--- src/rtl/cpu_cpu_div_cell.sv ---
// cpu_cpu_div_cell: iterative radix-2 restoring divider for DIV/DIVU with sign fixup and divide-by-zero result
module cpu_cpu_div_cell #(
    parameter int DATA_W = 32,
    parameter int CNT_W  = 6
) (
    input  logic              clk,
    input  logic              reset,
    input  logic              M_div_start,
    input  logic              M_div_signed,
    input  logic [DATA_W-1:0] M_div_src1,
    input  logic [DATA_W-1:0] M_div_src2,
    output logic              M_div_busy,
    output logic              M_div_done,
    output logic [DATA_W-1:0] M_div_quotient,
    output logic [DATA_W-1:0] M_div_remainder,
    output logic              M_div_by_zero
);
    typedef enum logic [1:0] {IDLE, ITER, FIXUP, DONE} state_t;
    state_t state, state_nxt;
    logic [CNT_W-1:0]  cnt;
    logic [DATA_W-1:0] r, q, d, src1_orig;
    logic              neg_q, neg_r, bz;
    logic              accept, ge;
    logic [DATA_W:0]   r_sh, diff;
    logic [DATA_W-1:0] mag1, mag2;
    assign accept = M_div_start && (state == IDLE || state == DONE);
    assign mag1 = (M_div_signed && M_div_src1[DATA_W-1]) ? -M_div_src1 : M_div_src1;
    assign mag2 = (M_div_signed && M_div_src2[DATA_W-1]) ? -M_div_src2 : M_div_src2;
    assign r_sh = {r, q[DATA_W-1]};
    assign diff = r_sh - {1'b0, d};
    assign ge   = r_sh >= {1'b0, d};
    assign M_div_busy = (state == ITER) || (state == FIXUP);
    assign M_div_done = (state == DONE);
    always_comb begin
        state_nxt = state;
        case (state)
            IDLE:    state_nxt = M_div_start ? ITER : IDLE;
            ITER:    state_nxt = (cnt == CNT_W'(DATA_W - 1)) ? FIXUP : ITER;
            FIXUP:   state_nxt = DONE;
            default: state_nxt = M_div_start ? ITER : IDLE;
        endcase
    end
    always_ff @(posedge clk or posedge reset)
        if (reset) state <= IDLE;
        else       state <= state_nxt;
    always_ff @(posedge clk or posedge reset) begin
        if (reset) begin
            cnt             <= '0;
            r               <= '0;
            q               <= '0;
            d               <= '0;
            src1_orig       <= '0;
            neg_q           <= 1'b0;
            neg_r           <= 1'b0;
            bz              <= 1'b0;
            M_div_quotient  <= '0;
            M_div_remainder <= '0;
            M_div_by_zero   <= 1'b0;
        end else if (accept) begin
            cnt       <= '0;
            r         <= '0;
            q         <= mag1;
            d         <= mag2;
            src1_orig <= M_div_src1;
            neg_q     <= M_div_signed && (M_div_src1[DATA_W-1] ^ M_div_src2[DATA_W-1]);
            neg_r     <= M_div_signed && M_div_src1[DATA_W-1];
            bz        <= (M_div_src2 == '0);
        end else if (state == ITER) begin
            // r < d is invariant, so a failed trial leaves r_sh within DATA_W bits
            r   <= ge ? diff[DATA_W-1:0] : r_sh[DATA_W-1:0];
            q   <= {q[DATA_W-2:0], ge};
            cnt <= cnt + 1'b1;
        end else if (state == FIXUP) begin
            M_div_quotient  <= bz ? '1 : (neg_q ? -q : q);
            M_div_remainder <= bz ? src1_orig : (neg_r ? -r : r);
            M_div_by_zero   <= bz;
        end
    end
endmodule

--- config.mk ---
export PLATFORM = sky130hd
export DESIGN_NAME = cpu_cpu_div_cell
export DESIGN_NICKNAME = d
export VERILOG_FILES = /design/src/rtl/cpu_cpu_div_cell.sv
export SDC_FILE = /design/constraint.sdc
export NUM_CORES = 1
export LEC_CHECK = 0
export ABC_AREA = 1
export BUFFER_PORTS_ARGS = -buffer_cell sky130_fd_sc_hd__buf_2
export CORE_ASPECT_RATIO = 1.4
export CORE_MARGIN = 2
export CORE_UTILIZATION = 60
export DETAILED_ROUTE_END_ITERATION = 8
export GPL_ROUTABILITY_DRIVEN = 0
export PLACE_DENSITY = 0.89
export SKIP_LAST_GASP = 1
export SLEW_MARGIN = 20
export SYNTH_ARGS = -nofsm -noshare
export SYNTH_HDL_FRONTEND = slang
export SYNTH_SLANG_ARGS = --single-unit
--- constraint.sdc ---
create_clock -name clk -period 8.55 [get_ports clk]
set_input_delay 1.71 -clock clk [delete_from_list [all_inputs] [get_ports clk]]
set_output_delay 1.71 -clock clk [all_outputs]
set_load 0.01 [all_outputs]
## Word level (Yosys, flattened, before mapping)

Cells that the tools add are included.

- Mux-type cells: 16
- $lt $le $gt $ge: 1
- Eq/ne operators: 4
- Reduce and logical (&&, ||, !) cells: 10
- Bitwise gates (word level): 3
- Add/sub/neg operators: 6

Operators with widths:

| operator | number |
|---|---|
| $mux 32 | 11 |
| $neg 32->32 | 4 |
| $ge 33x32->1 | 1 |
| $logic_not 32->1 | 1 |
| $sub 32x32->32 | 1 |
| $mux 6 | 2 |
| $add 6x1->6 const B | 1 |
| $eq 6x5->1 const B | 1 |
| $eq 2x2->1 const B | 2 |
| $logic_and 1x1->1 | 4 |
| $pmux 2 s2 | 1 |
| $reduce_and 3->1 | 1 |
| $eq 2x1->1 const B | 1 |
| $logic_not 2->1 | 1 |
| $logic_or 1x1->1 | 2 |
| $mux 2 | 1 |
| $not 1->1 | 2 |
| $reduce_bool 2->1 | 1 |
| $mux 1 | 1 |
| $xor 1x1->1 | 1 |

- Bits of input ports: 68
- Logic and storage cells: 52
- Bits in registers: 204

## Longest topological paths before layout

Gate-level depths: netlist of run 1.

- Depth after elaboration: 5
- Depth in mapped cells: 18
- Mapped depth without buffers: 16

## Least setup slack after synthesis of run 1

No wires, ideal clock.

- Kind: input to register
- From: in M_div_src1[0]
- To: reg q[20]
- Library setup time: 117 ps
- Data arrival time: 2919 ps
- Cell stages on the path: 13
- Setup slack: 5514 ps
- Path buffers: 0
- Data required time: 8433 ps
- Cells stage by stage: inv_1 -> ha_1 -> nand2_1 -> nor2_2 -> nand2_1 -> nor2_1 -> nand2_1 -> nor2_2 -> nand2_1 -> nand4_1 -> nand2_1 -> nor2_1 -> nor2_1

- Word-level cells in the longest chain between the ends: 3

RTL lines:

| what | line | source |
|---|---|---|
| start, declared | 10 | `input logic [DATA_W-1:0] M_div_src1,` |
| $neg 32->32 | 27 | `assign mag1 = (M_div_signed && M_div_src1[DATA_W-1]) ? -M_div_src1 : M_div_src1;` |
| $mux 32 | 27 |  |
| $mux 32 | 59 | `end else if (accept) begin` |
| end signal, assigned | 62 | `q <= mag1;` |
| end signal, assigned | 71 | `q <= {q[DATA_W-2:0], ge};` |
| end, declared | 21 | `logic [DATA_W-1:0] r, q, d, src1_orig;` |

Every way passes these cells.
A chain may end at the register's enable or synchronous reset.

## Final worst setup path of run 1

- From: in M_div_start
- To: reg q[31]

- Word-level cells in the longest chain between the ends: 2
- Elaborated cells between the ends (all ways): 3
- Classes of those cells: mux: 1; reduce/logical: 2

RTL lines:

| what | line | source |
|---|---|---|
| start, declared | 8 | `input logic M_div_start,` |
| $logic_and 1x1->1 * | 26 | `assign accept = M_div_start && (state == IDLE \|\| state == DONE);` |
| $mux 32 / $reduce_bool 2->1 (equally long branches) | -- |  |

Mark *: on every way between the ends. The rest lies on a longest branch, timed or not.

==> results.md, run 1 <==
* Vias/cell at just under 6
* Asr flop ratio synth at 100%
* Compound-gate portion of the synthesized area at between 10 and 15%
* CP most frequent cell: buf_4
* Initial Util at between 60% and 70%
* Worst EP required at 8.98 ns
* Port bufs at between 100 and 150
* IO Pins at 135
* WHS at 0.473 ns
* Xor/xnor share of the synthesized area at about 2.6%
* Worst-path maximum fanout at 101
* Main combinational cell family by area after synthesis: simple AND/OR/NAND/NOR gates
* Initial drt markers at about 1500
* Pwr/cell area at approximately 360 nW/um2
* Synth Area in Adders at 3.53%
* # rows at 67
* Postcts setup bufs at 0
* Primary FF master, synth: dfrtp_1
* Cts hold-fix bufs at 0
* CTS tree: built
* Worst setup SP type: primary input
* Fin crit period at slightly below 4 ns
* Worst-margin pin slew at 1.07 ns
* Critical path's largest stage delay at 0.73 ns
* Crit path from: M_div_start
* R2r startpoint: state[0]$_DFF_PP0_
* Register bit total from synthesis at 204
* Vias in the first global route at between 15000 and 20000
* Synth-to-layout area growth at 10.7%
* H-tree depth at 1
* Final hold vios at 0
* Worst skew pair latency at 0.53 ns
* First-pass GRT wire length at 73900 um
* Mux contribution to synthesized area at 0%
* Max cap viols at 0
* Total track usage at 35.6%
* Syn Nets at 2369
* Unrepaired setup endpoints after global routing: false
* Grt ovf at 0
* Max-slew violations at 0
* Antenna diodes at 0
* Most frequent cells in the layout: nand2_1, inv_1, nor2_1
* Crit Path Category: primary input to register
* Total number of vias at 15700
* Routed WL at 45400 um
* Drt first pass iters at 6
* Total of warnings raised by yosys at 0
* Syn avg cell area at 6.53 um2
* Fin cells at 2679
* Library cells used by synthesis at 51
* Syn Inst Count at 2260
* Lkg Pwr at 8.40 nW
* Tcrit/Tclk final at 46.2%
* Setup crit end kind: register
* Initial antenna violation count at 0
* Final setup viols at 0
* CTS sink cnt at 204
* # DRC at 0
* DIE AREA at 25900 um2
* Core area at 24100 um2
* Final Total Pwr at 5.82 mW
* Cell family with most CP delay: buffers and inverters
* Die width at 137 um
* Synth Area in Simple Gates at between 30% and 40%
* Setup TNS at 0 ns
* Worst-path cell chain: buf_2 > nand2_2 > buf_4 > inv_2 > buf_4 > nor2_2 > buf_4 > inv_1 > buf_4 > o22ai_1 > o21bai_1
* Final HPWL DP at 33500 um
* Slew Limit Headroom at 28.5%
* Inserted Clock Buffers at 22
* Arrival time at the worst endpoint at 4.38 ns
* Share of cells above drive strength 1 at 10.7%
* Seq/Total Area, Yosys at approximately 35%
* Buf+Inv Stages, Crit Path at 7
* Most common cell after layout, fill and taps aside: nand2_1
* CTS max path bufs at 3
* EDFF count, synth at 0
* Reg clk slew, reported paths at approximately 0.060 ns
* Layout Nets at 2462
* Placed cells at around 2600
* ANT nets after route at 0
* Fmax at 0.253 GHz
* Worst path slowest cell: buf_4
* Clock skew at between 0.02 and 0.025 ns
* CTS root buf: clkbuf_16
* Post-CTS Resized at 0
* Peak supply drop at between 0.15 and 0.2 mV
* Status: finished clean
* Largest net degree at the start of global routing at 122
* Chip Height at 190 um
* Hold WC Path Type: register to register
* Synth Cell Area at 14800 um2
* Hold Startpoint: cnt[5]$_DFFE_PP0P_
* Avg WL per Cell at 16.9 um
==> path summary, 6_finish.rpt <==
check,slack [ns],cells after the start,to
worst max-delay path,4.60,11,q[31]$_DFFE_PP0P_
worst min-delay path,0.47,1,cnt[5]$_DFFE_PP0P_
worst max register to register,5.10,12,q[31]$_DFFE_PP0P_
worst min register to register,0.47,1,cnt[5]$_DFFE_PP0P_
max in group asynchronous,5.89,3,M_div_remainder[11]$_DFFE_PP0P_
min in group asynchronous,1.31,2,M_div_quotient[28]$_DFFE_PP0P_
==> through the flow <==
stage / util, % / setup slack (ns) / instance area [um2]
after floorplan: - / 1.27 / 14800
after global placement: 64.7 / 4.27 / 15600
after detailed placement: 64.7 / 4.17 / 15600
after CTS: 67.9 / 4.69 / 16300
after global routing: 67.9 / 4.46 / 16300
final: 67.9 / 4.60 / 16300
==> cell families (layout without fill, tap and decap cells) <==
kind of cell / Yosys count / in the layout
DFF: 204 / 204
adders and majority gates: 41 / 41
xor gates and xnor gates: 43 / 43
AOI/OAI and AO/OA: 333 / 333
buffers and inverters: 411 / 520
and+or+nand+nor: 1228 / 1228
==> report_power, final <==
group | internal [mW] | switching (mW)
combinational | 1.05 | 2.19
sequential | 1.27 | 0.318
clock | 0.592 | 0.404
total | 2.91 | 2.91
==> layer usage <==
layer	wire length, um	GRT usage [%]
met2	21600	59.3
met4	4240	28.9
met3	3920	5.09
met1	15700	40.3
met5	0	0
==> final cells by class <==
class | instances | area, um2
Inverter | 333 | 1260
Tap cell | 310 | 388
Timing Repair Buffer | 147 | 772
Sequential cell | 204 | 5100
Clock inverter | 13 | 158
Clock buffer | 27 | 599
Fill cell | 1964 | 7720
Multi-Input combinational cell | 1645 | 8060
==> cells in the mapped netlist, types with 4 or more instances <==
master    count  area, um2
buf_2        11       55.1
o211ai_1      7       52.6
buf_1        13       48.8
nor2_4        8       90.1
nor4_1        4       25.0
nor2_2       12       75.1
nand2_1     662       2480
xor2_1       29        254
a41oi_1       7       61.3
clkbuf_1     47        176
ha_1         40        500
o21ai_1       9       45.0
a31oi_1      24        150
o21bai_1     12       90.1
o22ai_1       7       43.8
a21oi_1      90        450
nor2_1      222        833
nand3_1     204       1020
nand2_2      13       81.3
nand3b_1     12       90.1
nand4_1      33        206
xnor2_1      14        123
inv_1       326       1220
inv_2         5       18.8
nor3_1       29        145
a22oi_1       4       30.0
o21ai_0     153        766
dfrtp_1     204       5100
o31ai_1       4       30.0
or2_2         8       50.1
nand3_2      11        110
==> registers in the layout (all words and copies together), names as in the netlist, 2 cells and up <==
register and count:
M_div_quotient 32, M_div_remainder 32, cnt 6, d 32, q 32, r 32, src1_orig 32, state 2
No activity file was read; power rests on OpenSTA's default activity.
==> inputs of run 2 (changes only) <==
CORE_UTILIZATION = 55   (was 60)
PLACE_DENSITY = 0.87   (was 0.89)
clock period = 3.6 ns   (was 8.55 ns; I/O delays follow)
==> run 2 against run 1 <==
First-iteration DRC count up 8.5%; critical path depth down 4; non-clock buffer count up 13; worst setup slack worse by 3.8 ns; final area up 0.93%; sequential share of layout area down 0.29 points; combinational power up 150%; flip-flop and latch count unchanged; global-route usage down 0.18 points; via count up 2.0%; clock skew up 0.011 ns; critical path type is now register to register; highest routed layer unchanged.
==> results.md, run 2 (synthesized netlist as in run 1, its figures left out) <==
* Fin cells at 2711 (+1.2%)
* H-tree depth at 1 (unchanged)
* CTS sink cnt at 204 (unchanged)
* Hold WC Path Type: primary input to asynchronous set/reset pin
* Setup TNS at 0 ns (unchanged)
* First-pass GRT wire length at 79700 um (+7.9%)
* # DRC at 0 (unchanged)
* Inserted Clock Buffers at 22 (unchanged)
* Initial antenna violation count at 0 (unchanged)
* R2r startpoint: state[0]$_DFF_PP0_
* Lkg Pwr at 8.45 nW (+0.62%)
* Placed cells at 2670 (+1.2%)
* IO Pins at 135 (unchanged)
* Max cap viols at 0 (unchanged)
* Final hold vios at 0 (unchanged)
* Fin crit period at 2.83 ns
* Setup crit end kind: register
* Placed Area at 15700 um2 (+1.1%)
* Worst-path maximum fanout at 51 (-50%)
* Initial drt markers at 1601 (+8.5%)
* Core area at 26700 um2 (+11%)
* Most frequent cells in the layout: nand2_1, inv_1, nor2_1
* Largest net degree at the start of global routing at 101 (-17%)
* Status: finished clean
* Share of cells above drive strength 1 at 11.3% (+0.58 points)
* Vias/cell at 5.92 (+0.80%)
* Fin worst setup slack at 0.772 ns (-3.82 ns)
* Reg2reg end: d[24]$_DFFE_PP0P_
* WHS at 0.311 ns (-0.162 ns)
* Worst Setup EP: d[24]$_DFFE_PP0P_
* Max-slew violations at 0 (unchanged)
* Crit Path Category: register to register
* Pwr/cell area at 848 nW/um2 (+140%)
* Total number of vias at 16000 (+2.0%)
* Die width at 142 um (+4.3%)
* Post-CTS Resized at 0 (unchanged)
* Worst skew pair latency at 0.54 ns (about the same)
* CTS max path bufs at 3 (unchanged)
* ANT nets after route at 0 (unchanged)
* Routed WL at 48900 um (+7.7%)
* Final Cell Area at 16500 um2 (+0.93%)
* Arrival time at the worst endpoint at 3.15 ns (-1.23 ns)
* Chip Height at 198 um (+4.4%)
* Drt first pass iters at 7 (+1)
* Peak supply drop at 0.491 mV (+160%)
* # rows at 71 (+6.0%)
* Final HPWL DP at 36100 um (+7.9%)
* Multi-input gate area at 8060 um2 (about the same)
* Layout Nets at 2475 (+0.53%)
* Fmax at 0.354 GHz
* Crit path from: state[0]$_DFF_PP0_
* Sequential cell area at 5100 um2 (unchanged)
* Unrepaired setup endpoints after global routing: false
* Reg clk slew, reported paths at 0.07 ns (about the same)
* Cts hold-fix bufs at 0 (unchanged)
* DIE AREA at 28200 um2 (+8.9%)
* Worst-margin pin slew at 0.984 ns (-0.0871 ns)
* Place WS at 0.906 ns (-3.26 ns)
* Postcts setup bufs at 0 (unchanged)
* Finished Core Util at 61.9% (-6.0 points)
* Most common cell after layout, fill and taps aside: nand2_1
* Clock skew at 0.0339 ns (+0.0107 ns)
* Final Total Pwr at 14.0 mW (+140%)
* Worst setup SP type: register
* Port bufs at 134 (unchanged)
* CTS root buf: clkbuf_16
* Tcrit/Tclk final at roughly four fifths
* Grt ovf at 0 (unchanged)
* Slew Limit Headroom at 34.4% (+5.9 points)
* # fillers at 2322 (+18%)
* Synth-to-layout area growth at 11.7%
* Total track usage at 35.5% (-0.18 points)
* Worst EP required at 3.92 ns (-5.06 ns)
* Reg2reg path depth at 7 (-5)
* CTS tree: built
* Initial Util at 55.4% (-6.0 points)
* Final setup viols at 0 (unchanged)
* Avg WL per Cell at 18.0 um (+6.5%)
* Worst reg2reg setup slack at 0.77 ns (-4.33 ns)
* Vias in the first global route at 15800 (+3.0%)
==> run 2: metal layers <==
layer | routed length, um | track usage, % | up-vias
li1 | - | - | 7458
met1 | 16800 | 39.5 | 7284
met2 | 23200 | 60.0 | 993
met3 | 4210 | 5.97 | 311
met4 | 4660 | 27.3 | 0
met5 | 0 | 0 | -
==> run 2: cell type report <==
type / instances / area share, %
Antenna cell: 2 / 0.0304
Clock buffer: 28 / 3.84
Clock inverter: 11 / 0.637
Inverter: 333 / 7.60
Multi-Input combinational cell: 1645 / 48.9
Sequential cell: 204 / 31.0
Tap cell: 328 / 2.49
Timing Repair Buffer: 160 / 5.55
==> run 2: power by group <==
part	leakage, nW	switching, mW	internal [mW]
clock network	0.356	1.01	1.32
registers	2.40	0.713	3.00
logic	5.69	5.38	2.55
==> run 2: worst max-delay path, cell delays in order, from the launching register on <==
cell and delay, ns:
dfrtp_1 0.37, inv_1 0.06, ha_2 0.34, nand2_2 0.07, inv_2 0.24, buf_4 0.53, nor2_1 0.28, a31oi_1 0.68
==> run 2: worst min path at each step <==
stage	slack [ns]	end	from	cells after the start
floorplan	0.43	cnt[5]$_DFFE_PP0P_	cnt[5]$_DFFE_PP0P_	1
global placement	0.45	cnt[5]$_DFFE_PP0P_	cnt[5]$_DFFE_PP0P_	1
detailed placement	0.46	M_div_remainder[30]$_DFFE_PP0P_	M_div_remainder[30]$_DFFE_PP0P_	2
CTS	0.33	r[28]$_DFFE_PP0P_	reset	2
global route	0.36	r[28]$_DFFE_PP0P_	reset	2
finish	0.31	r[28]$_DFFE_PP0P_	reset	2
